[src/rtl/demux_1to16_seq.sv]
// demux_1to16_seq: 1-to-16 serial demultiplexer with an addressed mode and a
// scan mode. In addressed mode (mode=0), each qualified bit goes to lane sel.
// In scan mode (mode=1), an internal pointer walks lanes 0..15 and builds
// complete words, with no gap cycle between words.
// Optional feature: define DEMUX_PARITY_EN to add the word_parity output.
module demux_1to16_seq #(
  parameter logic [15:0] RESET_VAL = 16'h0000
) (
  input  logic        clk,
  input  logic        rst,
  input  logic        din,
  input  logic        din_valid,
  input  logic [3:0]  sel,
  input  logic        mode,
  output logic [15:0] dout,
  output logic [15:0] lane_strobe,
  output logic        word_valid
`ifdef DEMUX_PARITY_EN
  ,
  output logic        word_parity
`endif
);

  // state | meaning
  // ADDR  | mode_q=0, bits routed to lane sel, ptr holds
  // SCAN  | mode_q=1, bits routed to lane ptr, ptr auto-increments
  typedef enum logic {
    ADDR = 1'b0,
    SCAN = 1'b1
  } state_t;

  state_t      state_q, state_d;
  logic        mode_q;
  logic [3:0]  ptr_q, ptr_d;
  logic [3:0]  ptr_eff;
  logic [3:0]  lane;
  logic [15:0] dout_q, dout_d;
  logic [15:0] strobe_q, strobe_d;
  logic        wv_q, wv_d;

  // The state register is the registered copy of mode.
  assign mode_q = (state_q == SCAN);

  // Next-state logic. A mode change clears the pointer in the same cycle, so
  // a bit arriving on the change cycle is handled under the new mode, and in
  // scan mode that bit lands in lane 0.
  always_comb begin
    state_d  = mode ? SCAN : ADDR;
    ptr_eff  = (mode != mode_q) ? 4'd0 : ptr_q;
    lane     = mode ? ptr_eff : sel;
    ptr_d    = ptr_eff;
    dout_d   = dout_q;
    strobe_d = 16'h0000;
    wv_d     = 1'b0;
    if (din_valid) begin
      dout_d[lane] = din;
      strobe_d     = 16'h0001 << lane;
      if (mode) begin
        ptr_d = ptr_eff + 4'd1;
        wv_d  = (ptr_eff == 4'd15);
      end
    end
  end

  // State, pointer and output registers, with synchronous reset.
  always_ff @(posedge clk) begin
    if (rst) begin
      state_q  <= ADDR;
      ptr_q    <= 4'd0;
      dout_q   <= RESET_VAL;
      strobe_q <= 16'h0000;
      wv_q     <= 1'b0;
    end else begin
      state_q  <= state_d;
      ptr_q    <= ptr_d;
      dout_q   <= dout_d;
      strobe_q <= strobe_d;
      wv_q     <= wv_d;
    end
  end

  assign dout        = dout_q;
  assign lane_strobe = strobe_q;
  assign word_valid  = wv_q;

`ifdef DEMUX_PARITY_EN
  logic parity_q, parity_d;

  // Even parity of the finished word, forced to 0 outside the word_valid cycle.
  always_comb begin
    parity_d = wv_d & (^dout_d);
  end

  // Parity register, aligned with word_valid.
  always_ff @(posedge clk) begin
    if (rst) parity_q <= 1'b0;
    else     parity_q <= parity_d;
  end

  assign word_parity = parity_q;
`endif

endmodule
[config.mk]
export PLATFORM = sky130hd
export DESIGN_NAME = demux_1to16_seq
export DESIGN_NICKNAME = d
export VERILOG_FILES = /design/src/rtl/demux_1to16_seq.sv
export SDC_FILE = /design/constraint.sdc
export NUM_CORES = 1
export LEC_CHECK = 0
export ABC_AREA = 1
export ABC_CLOCK_PERIOD_IN_PS = 2020
export BUFFER_PORTS_ARGS = -buffer_cell sky130_fd_sc_hd__buf_4
export CORE_MARGIN = 8
export CORE_UTILIZATION = 55
export DETAILED_ROUTE_END_ITERATION = 6
export GPL_TIMING_DRIVEN = 0
export PLACE_DENSITY = 0.83
export REMOVE_ABC_BUFFERS = 1
export SLEW_MARGIN = 20
export SYNTH_ARGS = -nofsm -noshare
export SYNTH_HDL_FRONTEND = slang
export SYNTH_SLANG_ARGS = --single-unit
[constraint.sdc]
create_clock -name clk -period 2.02 [get_ports clk]
set_clock_uncertainty 0.15 [all_clocks]
set_input_delay 0.303 -clock clk [delete_from_list [all_inputs] [get_ports clk]]
set_output_delay 0.303 -clock clk [all_outputs]
set_load 0.01 [all_outputs]
---- Word level (Yosys, flattened, before mapping) ----
Index checks and enable logic that the tools add are counted.
cells by class
  shift-type cells ........................ 1
  reductions and logical operators ........ 3
  add/sub/neg operators ................... 1
  bitwise gates (word level) .............. 2
  magnitude comparators ................... 2
  eq/ne operators ......................... 2
  muxes and demuxes ....................... 8
operator list
  operator                                                                             number
  16-bit bitwise mux                                                                   1
  4-bit 2-to-1 mux                                                                     4
  1-bit by 4-bit << shifter with 16-bit output, first input constant                   1
  4-bit by 5-bit less-than comparator with 1-bit output, second input constant         1
  4-bit by 1-bit adder with 4-bit output, second input constant                        1
  1-bit demux with 4-bit select                                                        1
  4-bit equality test, second input constant                                           1
  4-bit by 1-bit greater-or-equal comparator with 1-bit output, second input constant  1
  3-bit OR reduction                                                                   1
  1-bit 2-to-1 mux                                                                     2
  1-bit inverter                                                                       2
  2-bit OR reduction                                                                   1
  1-bit logical AND                                                                    1
  1-bit != test                                                                        1
word-level totals
  word-level logic and storage cells ...... 24
  output and inout port bits .............. 33
  register bits after elaboration ......... 38
  input port bits ......................... 9

---- Longest topological paths before layout ----
Gate-level depths: netlist of run 1.
  depth in word-level cells ............... 8
  gate-level depth with buffers ........... 10

---- Worst setup path after synthesis of run 1 ----
Ideal clock, no wire load.
  path type ............................... reg2reg
  start point ............................. register state_q (netlist: mode_q)
  end point ............................... register dout_q[10] (netlist: dout[10])
  arrival ................................. 1.068 ns
  setup slack ............................. 0.689 ns
  stages on the path, launching flop included .. 9
  path buffers ............................ 1
  setup time .............................. 0.113 ns
  period minus slack after synthesis ...... 1.331 ns
  required time ........................... 1.757 ns
  cells stage by stage .................... dfxtp_1 -> buf_2 -> nand3_1 -> nand2_4 -> nand3_2 -> nor2_1 -> nand2_1 -> nand2_1 -> nor2_1
on the way
  longest elaborated chain between the ends .. 8
RTL lines
  what                                                                                                                                                         RTL line  RTL
  from (decl)                                                                                                                                                  32        state_t state_q, state_d;
  from (signal assigned)                                                                                                                                       74        state_q <= state_d;
  1-bit != test *                                                                                                                                              49        ptr_eff = (mode != mode_q) ? 4'd0 : ptr_q;
  4-bit 2-to-1 mux *                                                                                                                                           49
  4-bit 2-to-1 mux *                                                                                                                                           50        lane = mode ? ptr_eff : sel;
  4-bit by 5-bit less-than comparator with 1-bit output (implied by the code) or 4-bit by 1-bit greater-or-equal comparator with 1-bit output (tied branches)  56        dout_d[lane] = din;
  1-bit logical AND (implied by the code)                                                                                                                      56
  1-bit 2-to-1 mux (implied by the code)                                                                                                                       56
  1-bit demux with 4-bit select *                                                                                                                              56
  16-bit bitwise mux *                                                                                                                                         56
  to (signal assigned)                                                                                                                                         76        dout_q <= dout_d;
  to (decl)                                                                                                                                                    37        logic [15:0] dout_q, dout_d;
Every way passes the cells marked *; elsewhere a longest branch is shown, timed or not.
A chain may end at the register's enable or synchronous reset.

---- Worst setup path in the final report of run 1 ----
  start point ............................. input rst
  end point ............................... register strobe_q[2] (netlist: lane_strobe[2])
on the way
  longest elaborated chain between the ends .. 1
RTL lines
  what                                 RTL line  RTL
  from (decl)                          10        input logic rst,
  2-bit OR reduction (no source line)  --
  to (signal assigned)                 77        strobe_q <= strobe_d;
  to (decl)                            38        logic [15:0] strobe_q, strobe_d;
Every way passes these cells.

==> results of run 1 <==
-- stage by stage --
stage,setup slack (ns),instances
2_1_floorplan,0.663,208
3_3_place_gp,0.388,280
3_5_place_dp,0.341,280
4_1_cts,0.150,289
5_1_grt,0.153,289
6_report,0.301,289
-- registers in the layout, indices dropped and copies added (netlist names) --
register and cells:
dout 16, lane_strobe 16, ptr_q 4, word_valid 1
mode_q 1
-- layer usage --
layer	part of all wire [%]	wire length (µm)	up-vias	global-route usage [%]
li1	-	-	741	-
met1	44	1420	615	15.5
met2	49	1590	37	22.6
met3	7.1	231	2	5.37
met4	0.58	19	0	4.69
met5	0	0	-	0
-- final cells by class --
cell class                 instances  area [µm²]
multi-input combinational        153         752
clock buffer                       5        37.5
tap                               31        38.8
fill                             227         759
clock inverter                     3        40.0
timing repair buffer              42         318
sequential                        38         761
inverter                          17        75.1
-- path summary, 6_finish.rpt --
kind                               end  cells after the start
max reg2reg       dout[6]$_SDFFE_PP0P_                      7
min               dout[0]$_SDFFE_PP0P_                      3
max          lane_strobe[2]$_SDFF_PP0_                      7
min reg2reg       dout[9]$_SDFFE_PP0P_                      2
-- kinds of logic after synthesis --
group / count (synthesis) / share of synthesized area [%]
compound gates: 8 / 2.62
xor+xnor: 1 / 0.540
buf+inv: 23 / 6.71
flops: 38 / 46.9
simple gates: 144 / 43.2
-- power by group through the flow --
stage	registers, W	clock network, W	logic, W
3_5_place_dp	0.000786	0	0.000153
5_1_grt	0.000771	0.000548	0.000172
4_1_cts	0.000769	0.000505	0.000155
6_report	0.000769	0.000501	0.000154
2_1_floorplan	0.000790	0	0.0000941
3_3_place_gp	0.000786	0	0.000151
-- worst max-delay path, delay by kind of cell --
family	cells	cell delay [ns]
AND/OR/NAND/NOR	3	0.47
buffers and inverters	4	1.02
-- repair_timing --
action,4_1_cts,5_1_grt
resized for setup,0,1
setup endpoints to repair,0,11
buffers inserted,0,0
hold endpoints to repair,2,0
hold buffers,1,0
-- cells in the mapped netlist, drive strengths merged --
library cell   n  area, µm²
nand3         12       90.1
o21ai          1       5.00
a21oi          6       30.0
nor4           1       6.26
buf            6       37.5
nand4          2       12.5
inv           17       71.3
a211oi         1       7.51
nor2          69        299
nand2         60        293
xnor2          1       8.76
dfxtp         38        761
==> summary.txt, run 1 <==
Placement
  – HPWL after DPL: 2450 µm
  – Placed cell area: 0.00193 mm²
  – IO buf count: 41
  – Weighted congestion at the end of routability-driven global placement: 0.848

Outcome
  – Run status: finished, final reports clean

Layout
  – Number of diodes added for antenna fixing: 0
  – Core occupancy in the finished layout: 72.7%
  – Post-route cell area: 0.00202 mm²
  – Top library cells by usage in the layout, fill and taps aside: 64 x sky130_fd_sc_hd__nor2_1, 47 x sky130_fd_sc_hd__nand2_1, 41 x sky130_fd_sc_hd__buf_4, 38 x sky130_fd_sc_hd__dfxtp_1, 10 x sky130_fd_sc_hd__inv_1
  – Ratio of cells with drive above 1 in the final layout: 31.0%
  – Most common cell after layout, fill and taps aside: sky130_fd_sc_hd__nor2_1
  – Synth-to-Final Area Change: 24.7%
  – Net total in the final layout: 266

Yosys
  – Post-synthesis sequential area ratio: 46.9%
  – Summed instance area of the synthesized netlist: 0.00162 mm²
  – Cells after Synth: 214
  – #FFs+latches synth: 38
  – Mapped Avg Cell Area: 7.58 µm²
  – Synthesis Warnings: 0
  – Number of library cell types mapped by synthesis: 23

STA
  – Unrepaired setup endpoints after global routing: false
  – Final critical-path share of the clock period: 85.1%
  – Final-report max-slew violation count: 0
  – Accumulated negative setup slack: 0 ns
  – Final number of hold-violating endpoints: 0
  – Worst hold slack: 0.0485 ns
  – Post-layout minimum cycle time: 1.72 ns
  – Maximum achievable frequency: 582 MHz
  – Max-slew headroom: 73.6%
  – Slew at the pin with the worst max-slew slack: 0.396 ns
  – Final setup vio count: 0

GRT
  – Overall routing resource usage: 13.7%
  – Number of global-route vias before repair: 1319
  – Global-route wire length before repair: 5720 µm
  – Initial antenna violation count: 0
  – Largest net degree at the start of global routing: 21
  – Leftover overflow at the end of global routing: 0

Critical path
  – Register-to-register setup slack: 0.43 ns
  – Critical Setup Path Class: in -> reg
  – CP Launch Point: rst
  – CP required: 2.10 ns
  – CP Data Arrival Time: 1.80 ns
  – Crit path largest cell delay: 0.53 ns
  – Slowest-stage cell, CP: sky130_fd_sc_hd__dlygate4sd3_1
  – CP Capture Type: flip-flop
  – Highest fanout seen on the critical path: 20
  – Startpoint kind of the worst setup timing path: input pin
  – Startpoint of the worst-slack reg-to-reg timing path: mode_q$_SDFF_PP0_
  – Cell Chain, Critical Path: dlygate4sd3_1 -> buf_4 -> clkinvlp_4 -> nand2_1 -> inv_1 -> nand2_1 -> nor2_1
  – Cell seen most often among critical-path stages: sky130_fd_sc_hd__nand2_1

Clock tree
  – Number of clock buffers inserted by TritonCTS: 5
  – Sink Count: 38
  – CTS max path bufs: 2
  – Clock insertion delay at the later pin of the skew report: 0.34 ns
  – Root Driver: sky130_fd_sc_hd__clkbuf_4
  – Number of levels in the clock H-tree: 2
  – Clock transition at path regs: 0.11 ns
  – CTS tree: yes

Pwr
  – Proportion of power drawn by the clock network: 35.2%
  – Pint: 0.00107 W
  – Net switching power: 0.000349 W
  – Leakage power: 0.950 nW
  – Worst vdd rail ir drop: 0.729 mV
  – Power per unit of standard cell area: 704 mW/mm²
  – Switching share of power: 24.5%
  – Fraction of power consumed by sequential logic: 54.0%
  – Power Total: 0.00142 W
  – Share of power burned in combinational logic: 10.8%

Floorplan
  – Die Footprint: 0.00494 mm²
  – Horizontal extent of the die: 70.3 µm
  – Cell Rows: 19
  – Number of top-level design ports: 42
  – Starting density of the core: 58.3%
  – Floorplan core area: 0.00278 mm²
  – Y dimension of the die: 70.3 µm

Worst hold path
  – Worst Hold Class: in -> reg
  – Worst hold path startpoint: din

Detailed routing
  – DRC marker count from the first detailed-route iteration: 69
  – Final antenna-violating net count: 0
  – DRT Wirelength: 3260 µm
  – Residual DRC: 0
  – Overall via count from detail_route: 1395
  – Average wire per standard cell: 11.3 µm
  – First drt pass iteration count: 4
  – Routed via count divided by cell count: 4.83

Run
  – Maxcap violations: 0
Note: power is estimated with default switching activity, not from simulation.
==> run 2: changes to the inputs <==
- BUFFER_PORTS_ARGS: -buffer_cell sky130_fd_sc_hd__buf_4 -> unset
- DONT_BUFFER_PORTS: unset -> 1
- PLACE_DENSITY: 0.83 -> 0.7
==> run 2 against run 1 <==
Clock-buffer cell count did not move. Sequential power rose by 0.9%. Routed wire length rose by 5.9%. Cell area fell by 11%. Via count fell by 5.8%. Sequential cell count did not move. Fmax fell by 13%. Sequential share of layout area rose by 4.9 points. Die area did not move. Global-route usage rose by 1.2 points. Power fell by 0.23%. Largest cell class unchanged. Largest power group unchanged.
==> summary.txt, run 2 (synthesized netlist as in run 1, its figures left out) <==
Pwr
  – Worst vdd rail ir drop: 0.761 mV (was 0.729 mV)
  – Power per unit of standard cell area: 793 mW/mm² (was 704 mW/mm²)
  – Leakage power: 0.763 nW (was 0.950 nW)

Outcome
  – Run status: finished, final reports clean (unchanged)

Layout
  – Synth-to-Final Area Change: 10.5% (was 24.7%)
  – Top library cells by usage in the layout, fill and taps aside: 64 x sky130_fd_sc_hd__nor2_1, 47 x sky130_fd_sc_hd__nand2_1, 37 x sky130_fd_sc_hd__dfxtp_1, 11 x sky130_fd_sc_hd__inv_1, 8 x sky130_fd_sc_hd__dlygate4sd3_1 (was 64 x sky130_fd_sc_hd__nor2_1, 47 x sky130_fd_sc_hd__nand2_1, 41 x sky130_fd_sc_hd__buf_4, 38 x sky130_fd_sc_hd__dfxtp_1, 10 x sky130_fd_sc_hd__inv_1)
  – Area of the multi-input gates: 757 µm² (was 752 µm²)
  – Most common cell after layout, fill and taps aside: sky130_fd_sc_hd__nor2_1 (unchanged)
  – Combined flip-flop and latch cell area: 762 µm² (was 761 µm²)
  – Net total in the final layout: 232 (was 266)
  – Ratio of cells with drive above 1 in the final layout: 17.4% (was 31.0%)
  – Core occupancy in the finished layout: 64.4% (was 72.7%)
  – Number of diodes added for antenna fixing: 0 (unchanged)
  – Total of fill cells in the finished design: 235 (was 227)

Clock tree
  – Number of post-CTS setup repair buffers: 0 (unchanged)
  – CTS max path bufs: 2 (unchanged)
  – CTS tree: yes (unchanged)
  – Clock insertion delay at the later pin of the skew report: 0.35 ns (was 0.34 ns)
  – Number of levels in the clock H-tree: 2 (unchanged)
  – Number of clock buffers inserted by TritonCTS: 5 (unchanged)
  – Sink Count: 38 (unchanged)
  – Clock transition at path regs: 0.11 ns (about the same)
  – Root Driver: sky130_fd_sc_hd__clkbuf_4 (unchanged)

GRT
  – Global-route wire length before repair: 6050 µm (was 5720 µm)
  – Leftover overflow at the end of global routing: 0 (unchanged)
  – Overall routing resource usage: 14.9% (was 13.7%)
  – Initial antenna violation count: 0 (unchanged)
  – Number of global-route vias before repair: 1346 (was 1319)
  – Largest net degree at the start of global routing: 21 (unchanged)

Detailed routing
  – First drt pass iteration count: 4 (unchanged)
  – Final antenna-violating net count: 0 (unchanged)
  – Average wire per standard cell: 13.5 µm (was 11.3 µm)
  – DRT Wirelength: 3450 µm (was 3260 µm)
  – Residual DRC: 0 (unchanged)
  – DRC marker count from the first detailed-route iteration: 83 (was 69)
  – Routed via count divided by cell count: 5.15 (was 4.83)
  – Overall via count from detail_route: 1314 (was 1395)

STA
  – Final setup vio count: 0 (unchanged)
  – Maximum achievable frequency: 506 MHz (was 582 MHz)
  – Final number of hold-violating endpoints: 0 (unchanged)
  – Worst hold slack: 0.0146 ns (was 0.0485 ns)
  – Post-layout minimum cycle time: 1.98 ns (was 1.72 ns)
  – Slew at the pin with the worst max-slew slack: 0.593 ns (was 0.396 ns)
  – Final-report max-slew violation count: 0 (unchanged)
  – Setup ws final: 0.0424 ns (was 0.301 ns)
  – Max-slew headroom: 60.4% (was 73.6%)
  – Final critical-path share of the clock period: 97.9% (was 85.1%)

Critical path
  – Critical Setup Path Class: in -> reg (unchanged)
  – Highest fanout seen on the critical path: 9 (was 20)
  – CP Data Arrival Time: 2.09 ns (was 1.80 ns)
  – Startpoint kind of the worst setup timing path: input pin (unchanged)
  – Crit path largest cell delay: 0.58 ns (was 0.53 ns)
  – Path depth of the worst reg2reg path: 7 (unchanged)
  – CP Launch Point: mode (was rst)
  – CP Capture Type: flip-flop (unchanged)
  – Cell Chain, Critical Path: dlygate4sd3_1 -> nand3_2 -> nand2_4 -> nor2_4 -> nand3_2 -> nor2_1 -> dlygate4sd3_1 -> nor2_1 (was dlygate4sd3_1 -> buf_4 -> clkinvlp_4 -> nand2_1 -> inv_1 -> nand2_1 -> nor2_1)
  – Register-to-register setup slack: 0.18 ns (was 0.43 ns)
  – CP required: 2.13 ns (was 2.10 ns)
  – Startpoint of the worst-slack reg-to-reg timing path: mode_q$_SDFF_PP0_ (unchanged)
  – Slowest-stage cell, CP: sky130_fd_sc_hd__dlygate4sd3_1 (unchanged)

Floorplan
  – Number of top-level design ports: 42 (unchanged)
  – Y dimension of the die: 70.3 µm (unchanged)
  – Starting density of the core: 58.3% (unchanged)
  – Cell Rows: 19 (unchanged)
  – Die Footprint: 0.00494 mm² (unchanged)
  – Floorplan core area: 0.00278 mm² (unchanged)
  – Horizontal extent of the die: 70.3 µm (unchanged)

Placement
  – HPWL after DPL: 2500 µm (was 2450 µm)
  – IO buf count: 0 (was 41)
  – Post-Place Worst Slack: 0.442 ns (was 0.341 ns)
  – Weighted congestion at the end of routability-driven global placement: 0.858 (was 0.848)

Worst hold path
  – Worst hold path startpoint: din_valid (was din)
  – Worst hold path stage count: 4 (was 3)
  – Worst Hold Class: in -> reg (unchanged)

Run
  – Maxcap violations: 0 (unchanged)
==> run 2: repair_timing <==
action / 4_1_cts / 5_1_grt
endpoints found under the setup margin: 0 / 1
hold endpoints to repair: 6 / 1
hold buffers: 7 / 1
resized for setup: 0 / 2
==> run 2: path summary, 6_finish.rpt <==
path,endpoint
hold reg to reg,ptr_q[1]$_SDFF_PP0_
hold / removal,dout[12]$_SDFFE_PP0P_
setup reg to reg,dout[0]$_SDFFE_PP0P_
setup / recovery,dout[0]$_SDFFE_PP0P_
==> run 2: worst max-delay path, delay by kind of cell <==
kind | cells | cell delay, ns
buffers and inverters | 2 | 1.13
and+or+nand+nor | 6 | 0.65
==> run 2: through the flow <==
step	setup TNS [ns]	cells	cell area, µm²	total power [W]
after CTS	0	254	1780	0.00143
after detailed placement	0	239	1620	0.000906
final	0	255	1790	0.00142
after floorplan	0	208	1580	0.000884
after global routing	-0.0201	255	1790	0.00149
after global placement	0	239	1620	0.000901
==> run 2: per-layer routing <==
metal  share of wire [%]  global-route usage [%]
met1                  39                    14.7
met2                  50                    24.9
met3                 9.1                    8.76
met4                 1.8                    5.80
met5                   0                       0
==> run 2: cell type report <==
cell class	instances	share of cell area, %
Timing Repair Buffer	8	4.47
Tap cell	31	2.16
Multi-Input combinational cell	153	42.2
Inverter	17	3.98
Clock buffer	5	2.09
Clock inverter	3	2.51
Sequential cell	38	42.5
==> run 2: where the power goes <==
part	switching [W]	internal [W]	total, W
Sequential	0.0000144	0.000762	0.000776
Clock	0.000256	0.000259	0.000516
Combinational	0.0000835	0.0000449	0.000128
==> run 3: changes to the inputs <==
- CORE_UTILIZATION: 55 -> 41
- PLACE_DENSITY: 0.7 -> unset
==> run 3 against run 2 <==
Critical path depth down 1. Sequential share of layout area fell by 0.28 points. Register-to-register slack better by 0.27 ns. First-iteration DRC count fell by 8.4%. Largest power group unchanged.
==> summary.txt, run 3 (synthesized netlist as in run 1, its figures left out) <==
Outcome
  – Run status: finished, final reports clean (unchanged)

Run
  – Maxcap violations: 0 (unchanged)

Layout
  – Most common cell after layout, fill and taps aside: sky130_fd_sc_hd__nor2_1 (unchanged)
  – Top library cells by usage in the layout, fill and taps aside: 64 x sky130_fd_sc_hd__nor2_1, 47 x sky130_fd_sc_hd__nand2_1, 38 x sky130_fd_sc_hd__dfxtp_1, 11 x sky130_fd_sc_hd__inv_1, 7 x sky130_fd_sc_hd__nand2_4 (was 64 x sky130_fd_sc_hd__nor2_1, 47 x sky130_fd_sc_hd__nand2_1, 37 x sky130_fd_sc_hd__dfxtp_1, 11 x sky130_fd_sc_hd__inv_1, 8 x sky130_fd_sc_hd__dlygate4sd3_1)
  – Fin cells: 270 (was 255)
  – Synth-to-Final Area Change: 11.0% (was 10.5%)
  – Number of diodes added for antenna fixing: 0 (unchanged)
  – Total of fill cells in the finished design: 425 (was 235)
  – Net total in the final layout: 228 (was 232)
  – Ratio of cells with drive above 1 in the final layout: 17.3% (was 17.4%)

Detailed routing
  – First drt pass iteration count: 4 (unchanged)
  – Average wire per standard cell: 12.7 µm (was 13.5 µm)
  – Met1 WL: 1470 µm (was 1340 µm)
  – DRT Wirelength: 3430 µm (was 3450 µm)
  – Total met3 wirelength after detailed routing: 360 µm (was 315 µm)
  – DRC marker count from the first detailed-route iteration: 76 (was 83)
  – Residual DRC: 0 (unchanged)
  – Overall via count from detail_route: 1251 (was 1314)
  – Routed length on met2: 1550 µm (was 1730 µm)
  – Routed via count divided by cell count: 4.63 (was 5.15)
  – Final antenna-violating net count: 0 (unchanged)
  – Uppermost layer routed: met4 (unchanged)

STA
  – Maximum achievable frequency: 637 MHz (was 506 MHz)
  – Final setup vio count: 0 (unchanged)
  – Accumulated negative setup slack: 0 ns (unchanged)
  – Max-slew headroom: 58.5% (was 60.4%)
  – Final-report max-slew violation count: 0 (unchanged)
  – Final number of hold-violating endpoints: 0 (unchanged)
  – Final critical-path share of the clock period: 77.7% (was 97.9%)
  – Slew at the pin with the worst max-slew slack: 0.622 ns (was 0.593 ns)
  – Unrepaired setup endpoints after global routing: false
  – Worst hold slack: 0.00768 ns (was 0.0146 ns)
  – Post-layout minimum cycle time: 1.57 ns (was 1.98 ns)

Clock tree
  – Clock transition at path regs: 0.08 ns (was 0.11 ns)
  – Number of levels in the clock H-tree: 2 (unchanged)
  – CTS max path bufs: 2 (unchanged)
  – Sink Count: 38 (unchanged)
  – Number of clock buffers inserted by TritonCTS: 5 (unchanged)
  – Number of post-CTS setup repair buffers: 0 (unchanged)
  – Clock insertion delay at the later pin of the skew report: 0.29 ns (was 0.35 ns)
  – Root Driver: sky130_fd_sc_hd__clkbuf_8 (was sky130_fd_sc_hd__clkbuf_4)
  – CTS tree: yes (unchanged)

Critical path
  – Register-to-register setup slack: 0.45 ns (was 0.18 ns)
  – Crit path largest cell delay: 0.50 ns (was 0.58 ns)
  – Startpoint kind of the worst setup timing path: flip-flop (was input pin)
  – CP Data Arrival Time: 1.60 ns (was 2.09 ns)
  – Cell seen most often among critical-path stages: sky130_fd_sc_hd__nor2_1
  – CP required: 2.06 ns (was 2.13 ns)
  – Slowest-stage cell, CP: sky130_fd_sc_hd__dfxtp_1 (was sky130_fd_sc_hd__dlygate4sd3_1)
  – Highest fanout seen on the critical path: 9 (unchanged)
  – CP Capture Type: flip-flop (unchanged)
  – Critical Setup Path Class: reg -> reg (was in -> reg)
  – Cell Chain, Critical Path: nand3_2 -> nand2_4 -> inv_4 -> nor2_1 -> nand4_1 -> nand2_1 -> nor2_1 (was dlygate4sd3_1 -> nand3_2 -> nand2_4 -> nor2_4 -> nand3_2 -> nor2_1 -> dlygate4sd3_1 -> nor2_1)

Floorplan
  – Cell Rows: 23 (was 19)
  – Y dimension of the die: 78.9 µm (was 70.3 µm)
  – Starting density of the core: 41.4% (was 58.3%)
  – Horizontal extent of the die: 78.9 µm (was 70.3 µm)
  – Number of top-level design ports: 42 (unchanged)
  – Floorplan core area: 0.00391 mm² (was 0.00278 mm²)
  – Die Footprint: 0.00622 mm² (was 0.00494 mm²)

Pwr
  – Worst vdd rail ir drop: 0.486 mV (was 0.761 mV)
  – Power per unit of standard cell area: 853 mW/mm² (was 793 mW/mm²)
  – Leakage power: 0.757 nW (was 0.763 nW)
  – Power Total: 0.00154 W (was 0.00142 W)

GRT
  – Overall routing resource usage: 11.7% (was 14.9%)
  – Largest net degree at the start of global routing: 21 (unchanged)
  – Initial antenna violation count: 0 (unchanged)
  – Global-route wire length before repair: 5740 µm (was 6050 µm)
  – Leftover overflow at the end of global routing: 0 (unchanged)
  – Number of global-route vias before repair: 1222 (was 1346)

Placement
  – Number of placed instances, taps included: 258 (was 239)
  – HPWL after DPL: 2520 µm (was 2500 µm)
  – IO buf count: 0 (unchanged)
  – Weighted congestion at the end of routability-driven global placement: 0.759 (was 0.858)

Worst hold path
  – Worst Hold Class: in -> reg (unchanged)
run 3: what timing repair did:
| item | CTS | global route |
|---|---|---|
| gates resized for setup | 0 | 0 |
| hold buffers | 4 | 0 |
| hold endpoints to repair | 3 | 0 |
run 3: per-layer routing:
metal	vias to the layer above	global-route usage [%]
met2	36	17.6
li1	658	-
met4	0	5.00
met5	-	0
met1	549	13.8
met3	8	5.53
run 3: worst paths after layout:
path | startpoint | endpoint | cells after the start
setup / recovery | mode_q$_SDFF_PP0_ | dout[4]$_SDFFE_PP0P_ | 7
hold reg to reg | ptr_q[1]$_SDFF_PP0_ | ptr_q[1]$_SDFF_PP0_ | 2
setup reg to reg | mode_q$_SDFF_PP0_ | dout[4]$_SDFFE_PP0P_ | 7
hold / removal | din_valid | ptr_q[0]$_SDFF_PP0_ | 2
run 3: layout make-up:
type                    count  area, µm²  area share [%]
multi-input cells         153        752            41.8
clock buffers               5       68.8            3.82
clock inverters             3       45.0            2.50
flip-flops and latches     38        761            42.3
well taps                  50       62.6            3.47
inverters                  17       71.3            3.96
repair buffers              4       40.0            2.22
run 3: power breakdown:
group	switching [W]	internal, W	total (W)
Sequential	0.0000144	0.000761	0.000775
Clock	0.000275	0.000367	0.000642
Combinational	0.0000787	0.0000394	0.000118
Total	0.000368	0.00117	0.00154
run 3: stage by stage:
step	cell area (µm²)	worst slack, ns	utilization, %
6_report	1800	0.451	46.0
3_5_place_dp	1650	0.426	42.1
2_1_floorplan	1580	0.663	-
5_1_grt	1800	0.283	46.0
3_3_place_gp	1650	0.460	42.1
4_1_cts	1800	0.442	46.0
run 3: worst max-delay path, delay by kind of cell, from the launching register on:
family	cells	cell delay [ns]
flip-flops	1	0.50
buffers and inverters	1	0.08
AND/OR/NAND/NOR	6	0.72
